## config.mk

```make
export PLATFORM = sky130hd
export DESIGN_NAME = muldiv_unit
export DESIGN_NICKNAME = d
export VERILOG_FILES = /design/src/rtl/muldiv_unit.sv
export SDC_FILE = /design/constraint.sdc
export NUM_CORES = 1
export LEC_CHECK = 0
export CORE_ASPECT_RATIO = 1.1
export CORE_MARGIN = 8
export CORE_UTILIZATION = 40
export CTS_CLUSTER_DIAMETER = 200
export DETAILED_ROUTE_END_ITERATION = 10
export DONT_BUFFER_PORTS = 1
export SYNTH_ARGS = -nofsm -noshare
export SYNTH_HDL_FRONTEND = slang
export SYNTH_SLANG_ARGS = --single-unit
```

## constraint.sdc

```tcl
create_clock -name clk -period 9.5 [get_ports clk]
set_input_delay 1.9 -clock clk [delete_from_list [all_inputs] [get_ports clk]]
set_output_delay 1.9 -clock clk [all_outputs]
set_load 0.02 [all_outputs]
```

## src/rtl/muldiv_unit.sv

```systemverilog
// -----------------------------------------------------------------------------
// muldiv_unit
//   Iterative multiply/divide unit holding the architectural HI/LO registers.
//   MULT/MULTU/DIV/DIVU take WIDTH iteration cycles plus one sign-fix cycle.
//   MTHI/MTLO write HI/LO in a single cycle.
//
// Ports
//   clk    rising-edge clock
//   rst    asynchronous reset, active-high
//   start  issue op (sampled on rising clk edge, ignored while busy)
//   op     000 MULT, 001 MULTU, 010 DIV, 011 DIVU, 100 MTHI, 101 MTLO, 11x no-op
//   A      multiplicand / dividend / MTHI-MTLO source
//   B      multiplier / divisor
//   flush  abort the in-flight op; HI/LO keep their values
//   busy   iterative op in progress
//   done   one-cycle pulse coincident with the HI/LO write of a mul/div
//   HI     product upper half / remainder
//   LO     product lower half / quotient
//
// state | meaning
// ------+---------------------------------------------------------------
// IDLE  | waiting for start; MTHI/MTLO write directly from here
// RUN   | one shift-add or restoring subtract-shift step per cycle
// FIX   | two's-complement sign correction, HI/LO write, done pulse
// -----------------------------------------------------------------------------
module muldiv_unit #(
   parameter int WIDTH = 32
) (
   input  logic             clk,
   input  logic             rst,
   input  logic             start,
   input  logic [2:0]       op,
   input  logic [WIDTH-1:0] A,
   input  logic [WIDTH-1:0] B,
   input  logic             flush,
   output logic             busy,
   output logic             done,
   output logic [WIDTH-1:0] HI,
   output logic [WIDTH-1:0] LO
);

   localparam int CNT_W = (WIDTH > 1) ? $clog2(WIDTH) : 1;
   localparam logic [CNT_W-1:0] CNT_LAST = CNT_W'(WIDTH - 1);

   typedef enum logic [1:0] {
      IDLE = 2'd0,
      RUN  = 2'd1,
      FIX  = 2'd2
   } state_t;

   state_t state, state_nxt;

   logic             load;
   logic             step;
   logic             wr_hilo;
   logic             wr_hi;
   logic             wr_lo;

   logic [CNT_W-1:0]   count;
   logic               is_div;
   logic               neg_q;
   logic               neg_r;
   logic               div0;
   // mcand holds the multiplicand for mul and the divisor for div.
   logic [WIDTH-1:0]   mcand;
   // acc is the 2*WIDTH product shift register for mul; for div its low
   // half starts as the dividend and fills with quotient bits.
   logic [2*WIDTH-1:0] acc;
   logic [WIDTH-1:0]   rem;
   logic [WIDTH-1:0]   hi_q;
   logic [WIDTH-1:0]   lo_q;
   logic               done_q;

   // operand magnitudes and signs for the load cycle
   logic             sgn_op;
   logic             a_neg;
   logic             b_neg;
   logic [WIDTH-1:0] a_mag;
   logic [WIDTH-1:0] b_mag;

   assign sgn_op = ~op[0];
   assign a_neg  = sgn_op & A[WIDTH-1];
   assign b_neg  = sgn_op & B[WIDTH-1];
   // 0x80..0 negates to itself, which read unsigned is exactly 2^(WIDTH-1)
   assign a_mag  = a_neg ? -A : A;
   assign b_mag  = b_neg ? -B : B;

   // multiply step: conditional add into the upper half, then shift right
   logic [WIDTH:0]     mul_sum;
   logic [2*WIDTH-1:0] acc_mul_nxt;

   assign mul_sum     = {1'b0, acc[2*WIDTH-1:WIDTH]} + (acc[0] ? {1'b0, mcand} : '0);
   assign acc_mul_nxt = {mul_sum, acc[WIDTH-1:1]};

   // restoring divide step on a WIDTH+1 bit partial remainder
   logic [WIDTH:0] div_shift;
   logic           div_ge;
   logic [WIDTH:0] div_rem_nxt;

   assign div_shift   = {rem, acc[WIDTH-1]};
   assign div_ge      = (div_shift >= {1'b0, mcand});
   assign div_rem_nxt = div_ge ? (div_shift - {1'b0, mcand}) : div_shift;

   // sign correction applied in FIX
   logic [2*WIDTH-1:0] prod_fix;
   logic [WIDTH-1:0]   quo_fix;
   logic [WIDTH-1:0]   rem_fix;
   logic [WIDTH-1:0]   hi_res;
   logic [WIDTH-1:0]   lo_res;

   assign prod_fix = neg_q ? -acc : acc;
   // divide by zero leaves an all-ones quotient; the remainder path then
   // holds |A| and its sign fix restores the raw A.
   assign quo_fix  = div0 ? '1 : (neg_q ? -acc[WIDTH-1:0] : acc[WIDTH-1:0]);
   assign rem_fix  = neg_r ? -rem : rem;
   assign hi_res   = is_div ? rem_fix : prod_fix[2*WIDTH-1:WIDTH];
   assign lo_res   = is_div ? quo_fix : prod_fix[WIDTH-1:0];

   always_ff @(posedge clk or posedge rst) begin
      if (rst) begin
         state <= IDLE;
      end else begin
         state <= state_nxt;
      end
   end

   always_comb begin
      state_nxt = state;
      load      = 1'b0;
      step      = 1'b0;
      wr_hilo   = 1'b0;
      wr_hi     = 1'b0;
      wr_lo     = 1'b0;
      case (state)
         IDLE: begin
            if (start && !flush) begin
               if (!op[2]) begin
                  load      = 1'b1;
                  state_nxt = RUN;
               end else if (op == 3'b100) begin
                  wr_hi = 1'b1;
               end else if (op == 3'b101) begin
                  wr_lo = 1'b1;
               end
            end
         end
         RUN: begin
            if (flush) begin
               state_nxt = IDLE;
            end else begin
               step = 1'b1;
               if (count == CNT_LAST) begin
                  state_nxt = FIX;
               end
            end
         end
         FIX: begin
            state_nxt = IDLE;
            wr_hilo   = !flush;
         end
         default: begin
            state_nxt = IDLE;
         end
      endcase
   end

   always_ff @(posedge clk or posedge rst) begin
      if (rst) begin
         count  <= '0;
         is_div <= 1'b0;
         neg_q  <= 1'b0;
         neg_r  <= 1'b0;
         div0   <= 1'b0;
         mcand  <= '0;
         acc    <= '0;
         rem    <= '0;
      end else if (load) begin
         count  <= '0;
         is_div <= op[1];
         neg_q  <= a_neg ^ b_neg;
         neg_r  <= a_neg;
         div0   <= op[1] & (B == '0);
         mcand  <= op[1] ? b_mag : a_mag;
         acc    <= {{WIDTH{1'b0}}, (op[1] ? a_mag : b_mag)};
         rem    <= '0;
      end else if (step) begin
         count <= count + CNT_W'(1);
         if (is_div) begin
            rem              <= div_rem_nxt[WIDTH-1:0];
            acc[WIDTH-1:0]   <= {acc[WIDTH-2:0], div_ge};
         end else begin
            acc <= acc_mul_nxt;
         end
      end
   end

   always_ff @(posedge clk or posedge rst) begin
      if (rst) begin
         hi_q   <= '0;
         lo_q   <= '0;
         done_q <= 1'b0;
      end else begin
         done_q <= wr_hilo;
         if (wr_hilo) begin
            hi_q <= hi_res;
            lo_q <= lo_res;
         end else begin
            if (wr_hi) hi_q <= A;
            if (wr_lo) lo_q <= A;
         end
      end
   end

   assign busy = (state != IDLE);
   assign done = done_q;
   assign HI   = hi_q;
   assign LO   = lo_q;

endmodule
```

==> flow_metrics.env, run 1 <==
export IMPL_critical_path_buf_inv_count=2
export IMPL_hold_violations=0
export IMPL_timing_fmax_mhz=228
export IMPL_yosys_most_used_dff="dfrtp_1"
export IMPL_drc=0
export IMPL_clkPwrFrac_pct=26.4
export IMPL_die_w_um=210
export IMPL_cts_made_buffers=24
export IMPL_rows=78
export IMPL_antenna_found_initial=0
export IMPL_critPathMaxFanout=32
export IMPL_cellPowerDensity_nw_per_um2=211
export IMPL_p_int_mw=2.20
export IMPL_ant_nets=0
export IMPL_slew_headroom_pct=24.2
export IMPL_drive_gt1_share_pct=5.59
export IMPL_cap_violations=0
export IMPL_ys_seq_area_share_pct=30.7
export IMPL_hold_worst_slack_ps=480
export IMPL_cpMostUsedCell="o21ai_0"
export IMPL_synth_edf_count=0
export IMPL_hp_class="reg -> reg"
export IMPL_finalSetupViolations=0
export IMPL_rsz0062_at_grt="no"
export IMPL_start_util_pct=40.4
export IMPL_skew_ps=16.2
export IMPL_r2r_setup_slack_ps=5110
export IMPL_cts_sinks=204
export IMPL_min_period_over_period_pct=46.2
export IMPL_syn_num_nets=2221
export IMPL_required_ps=9910
export IMPL_crit_path_max_incr_delay_ps=540
export IMPL_htree_levels=1
export IMPL_wl_um=57600
export IMPL_cts_resized=0
export IMPL_critPathCaptureType="flop"
export IMPL_p_leak_nw=7.44
export IMPL_p_seq_share_pct=37.7
export IMPL_seqCellArea_um2=5110
export IMPL_core_area_um2=41200
export IMPL_via_count=15500
export IMPL_synthArstFlopShare_pct=100
export IMPL_slew_viol_final=0
export IMPL_globalplace_congestion=0.953
export IMPL_crit_slowest_cell="dfrtp_1"
export IMPL_overflow=0
export IMPL_swShare_pct=41.6
export IMPL_switchingPower_mw=1.56
export IMPL_grt_usage_pct=23.2
export IMPL_cts_tree="yes"
export IMPL_port_buffers=0
export IMPL_comb_power_share_pct=35.9
export IMPL_first_iter_violations=1260
export IMPL_ys_top_cells_by_area="dfrtp_1 (31%), o21ai_0 (6.8%), nand2_1 (6.7%), xor2_1 (6.1%), ha_1 (5.3%)"
export IMPL_ir_worst_vdd_mv=0.116
export IMPL_wire_per_inst_um=22.5
export IMPL_path_cells="inv_1, buf_4, nor2_1, fa_1, a211oi_1, o21ai_0, a311oi_1, nor2b_1, a221oi_1, o21ai_0, a21oi_1, xnor2_1, o21ai_0"
export IMPL_cts_root_buf="clkbuf_16"
export IMPL_antennaDiodeCount=0
export IMPL_die_h_um=230
export IMPL_grt_pass1_wl_um=89100
export IMPL_synth_cell_types=73
export IMPL_fillers=4123
export IMPL_yosys_warnings=0
export IMPL_multi_input_area_um2=10800
export IMPL_start_kind="flop"
export IMPL_grt_max_degree=132
export IMPL_worstPathArrival_ps=4800
export IMPL_ios=137
export IMPL_synth_top_cell_area_share_pct=30.7
export IMPL_worst_slew_pin_slew_ps=1110
export IMPL_cp_top_family="compound AO/OA/AOI/OAI gates"
export IMPL_netlist_top_cells_count="nand2_1 (297), o21ai_0 (226), dfrtp_1 (204), nor2_1 (151), a21oi_1 (147)"
export IMPL_avgSynthCellArea_um2=8.00
export IMPL_tns_ps=0
export IMPL_hpwl_um=44200
export IMPL_path_class="reg -> reg"
export IMPL_vias_per_cell=6.04
export IMPL_clkTransAtPathRegs_ps=60
export IMPL_drt_first_pass_iters=6
export IMPL_clock_latency_ps=540
export IMPL_hold_buffers=0
export IMPL_ys_ff_latch=204
export IMPL_synth_area_um2=16600
export IMPL_die_area_um2=48400
export IMPL_cts_setup_buffers=0
export IMPL_grt_pass1_vias=14600
export IMPL_synth_most_common_cell="nand2_1"
export IMPL_postSynthCellCount=2078
export IMPL_status="completed"
export IMPL_fin_crit_ps=4390
export IMPL_clockBufferDepth=3
export IMPL_area_growth_pct=7.16
export IMPL_yosysTopAreaCell="dfrtp_1"
export IMPL_p_total_mw=3.76
export IMPL_final_nets=2130
[cells by family after synthesis]
family,after synthesis,share of synthesized area (%)
adders and majority gates,72,5.51
AOI/OAI and AO/OA,673,25.6
xor gates and xnor gates,201,10.6
buffers and inverters,196,4.54
muxes,77,4.79
and+or+nand+nor,655,18.3
DFF,204,30.7
[through the flow]
step | instances | area [um^2] | setup WS (ps) | util (%)
after floorplan | 2078 | 16600 | 2030 | -
after global placement | 2521 | 17000 | 4610 | 41.3
after detailed placement | 2521 | 17000 | 4620 | 41.3
after CTS | 2565 | 17800 | 5140 | 43.3
after global routing | 2565 | 17800 | 4780 | 43.3
final | 2565 | 17800 | 5110 | 43.3
[worst paths after layout]
path | startpoint | end | cells after the start
setup / recovery | acc[0] | acc[61] | 13
hold / removal | mcand[8] | mcand[8] | 2
setup reg to reg | acc[0] | acc[61] | 13
hold reg to reg | mcand[8] | mcand[8] | 2
max in group asynchronous | rst | rem[20] | 2
min in group asynchronous | rst | acc[7] | 1
[power groups by stage]
stage | Clock (mW) | Combinational, mW | Sequential, mW
5_1_grt | 1.05 | 1.50 | 1.45
3_3_place_gp | 0 | 1.31 | 1.43
3_5_place_dp | 0 | 1.33 | 1.43
4_1_cts | 1.01 | 1.34 | 1.42
6_report | 0.993 | 1.35 | 1.42
2_1_floorplan | 0 | 1.08 | 1.29
[layout make-up]
class / instances / share of cell area [%]
well taps: 560 / 3.93
inverters: 60 / 1.31
repair buffers: 19 / 0.800
clock inverters: 5 / 0.562
multi-input cells: 1678 / 60.7
flip-flops and latches: 204 / 28.7
clock buffers: 39 / 4.09
[flip-flops by register name (all words and copies together) (netlist names)]
signal  flops
acc        64
HI         32
LO         32
mcand      32
rem        32
count       5
state       2
div0        1
done        1
is_div      1
neg_q       1
neg_r       1
[cells in the final DEF (no fill, tap or decap), drive strengths merged, types with 15 or more instances in the layout]
cell type / synthesis / final
mux2i: 56 / 56
nor2b: 16 / 16
o221ai: 19 / 19
a21oi: 147 / 147
o22ai: 17 / 17
a32oi: 30 / 30
nor2: 151 / 151
nand4: 20 / 20
nand2: 297 / 297
buf: 12 / 19
o211ai: 41 / 41
clkbuf: 124 / 39
o21ai: 226 / 226
nand3: 27 / 27
ha: 70 / 70
inv: 60 / 60
xnor2: 86 / 86
o41ai: 22 / 22
a21o: 34 / 34
or3: 18 / 18
or4: 22 / 22
xor2: 115 / 115
dfrtp: 204 / 204
o31ai: 45 / 45
nor3: 30 / 30
mux2: 21 / 21
a31oi: 15 / 15
[metal layers]
| metal | global-route usage (%) | wire, um |
|---|---|---|
| met3 | 3.48 | 4010 |
| met2 | 39.1 | 27400 |
| met1 | 29.9 | 24100 |
| met4 | 8.18 | 2040 |
| met5 | 0 | 0 |
[worst reg2reg max path: stages (launching register included)]
cell and delay, ps:
dfrtp_1 540, inv_1 110, buf_4 400, nor2_1 180, fa_1 480, a211oi_1 380, o21ai_0 260, a311oi_1 350
nor2b_1 160, a221oi_1 550, o21ai_0 350, a21oi_1 260, xnor2_1 150, o21ai_0 100
(Power assumes the default switching activity.)
==> inputs of run 2 (changes only) <==
Clock period 9.5 ns to 4.5 ns, I/O delays scaled along.
==> run 2 against run 1 <==
Against the previous run: critical path depth unchanged; sequential power up 110%; maximum frequency up 16%; design area up 0.77%; total power up 110%; clock skew down 7.2 ps; core utilization up 0.33 points; die area unchanged; combinational power up 110%; via count up 1.4%; flip-flop and latch count unchanged; critical endpoint is now acc[57].
==> flow_metrics.env, run 2 (synthesis gave the netlist of run 1 again) <==
export IMPL_status="completed"
export IMPL_cellPowerDensity_nw_per_um2=448
export IMPL_clockBufferDepth=3
export IMPL_path_class="reg -> reg"
export IMPL_cts_made_buffers=24
export IMPL_ir_worst_vdd_mv=0.271
export IMPL_layout_commonest_cell="nand2_1"
export IMPL_wl_um=60600
export IMPL_antenna_found_initial=0
export IMPL_clkTransAtPathRegs_ps=60
export IMPL_start_util_pct=40.4
export IMPL_rr_endpoint="acc[57]"
export IMPL_slew_viol_final=0
export IMPL_wire_per_inst_um=23.5
export IMPL_timing_fmax_mhz=263
export IMPL_skew_ps=8.93
export IMPL_rows=78
export IMPL_tns_ps=0
export IMPL_grt_pass1_wl_um=91500
export IMPL_worstPathArrival_ps=4230
export IMPL_die_w_um=210
export IMPL_required_ps=4920
export IMPL_cts_root_buf="clkbuf_16"
export IMPL_vias_per_cell=6.10
export IMPL_first_iter_violations=1467
export IMPL_final_cell_mix="nand2_1 (297), o21ai_0 (226), dfrtp_1 (202)"
export IMPL_cts_resized=0
export IMPL_startpoint="acc[0]"
export IMPL_fin_crit_ps=3800
export IMPL_worst_slew_pin_slew_ps=1040
export IMPL_antennaDiodeCount=0
export IMPL_critPathCaptureType="flop"
export IMPL_final_util_pct=43.6
export IMPL_postLayoutCellArea_um2=18000
export IMPL_ios=137
export IMPL_hpwl_um=46800
export IMPL_cts_sinks=204
export IMPL_r2r_setup_slack_ps=700
export IMPL_hold_violations=0
export IMPL_p_leak_nw=7.53
export IMPL_ant_nets=0
export IMPL_place_ws_ps=810
export IMPL_final_nets=2143
export IMPL_hold_buffers=0
export IMPL_setup_ws_ps=697
export IMPL_grt_pass1_vias=14800
export IMPL_rr_startpoint="acc[0]"
export IMPL_cts_tree="yes"
export IMPL_grt_max_degree=150
export IMPL_cap_violations=0
export IMPL_drc=0
export IMPL_globalplace_congestion=0.933
export IMPL_cts_setup_buffers=0
export IMPL_finalSetupViolations=0
export IMPL_grt_usage_pct=24.1
export IMPL_rsz0062_at_grt="no"
export IMPL_placed_area_um2=17100
export IMPL_critPathMaxFanout=29
export IMPL_htree_levels=1
export IMPL_largest_reg_flops=64
export IMPL_via_count=15700
export IMPL_port_buffers=0
export IMPL_drive_gt1_share_pct=6.64
export IMPL_p_total_mw=8.05
export IMPL_clock_latency_ps=540
export IMPL_overflow=0
export IMPL_slew_headroom_pct=30.8
export IMPL_ff2ff_path_depth=13
export IMPL_area_growth_pct=7.99
export IMPL_die_area_um2=48400
export IMPL_largest_register="acc"
export IMPL_min_period_over_period_pct=84.5
export IMPL_core_area_um2=41200
export IMPL_start_kind="flop"
export IMPL_hp_class="in -> async"
export IMPL_die_h_um=230
export IMPL_drt_first_pass_iters=5
-- run 2: worst max-delay path: stages (launching register included) --
cell,delay (ps)
dfrtp_1,440
inv_1,160
buf_4,350
nor2_1,90
ha_1,250
a211oi_1,360
o21ai_0,240
a311oi_1,340
nor2b_1,160
a221oi_1,500
o21ai_0,300
a31oi_1,250
xor2_1,150
o21ai_0,90
-- run 2: worst max path at each step --
| stage | to | slack (ps) | cells after the start |
|---|---|---|---|
| 3_5_place_dp | acc[57] | 810 | 13 |
| 6_report | acc[57] | 700 | 13 |
| 3_3_place_gp | acc[57] | 770 | 13 |
| 4_1_cts | rem[30] | 760 | 13 |
| 5_1_grt | acc[57] | 380 | 13 |
| 2_1_floorplan | HI[0] | 960 | 1 |
-- run 2: per-layer routing --
layer  global-route usage [%]  vias up  part of all wire [%]
li1                         -     7362                     -
met1                     30.1     7628                    41
met2                     41.1      626                    48
met3                     3.58      105                   7.4
met4                     9.82        0                   4.1
met5                        0        -                     0
-- run 2: layout make-up --
class / instances / area (um^2)
Clock inverter: 16 / 180
Tap cell: 560 / 701
Multi-Input combinational cell: 1678 / 10800
Sequential cell: 204 / 5110
Inverter: 60 / 229
Clock buffer: 28 / 667
Fill cell: 4191 / 23200
Timing Repair Buffer: 32 / 265
-- run 2: per-stage QoR --
stage                     instances  hold WS, ps
after floorplan                2078          450
after global placement         2534          467
after detailed placement       2534          476
after CTS                      2578          431
after global routing           2578          455
final                          2578          359
-- run 2: report_power, final --
part           leakage [nW]  internal [mW]  total [mW]  switching (mW)
combinational          4.46           1.14        2.90            1.76
sequential             2.63           2.23        3.01           0.781
clock                 0.433           1.29        2.14           0.853
total                  7.53           4.66        8.05            3.39
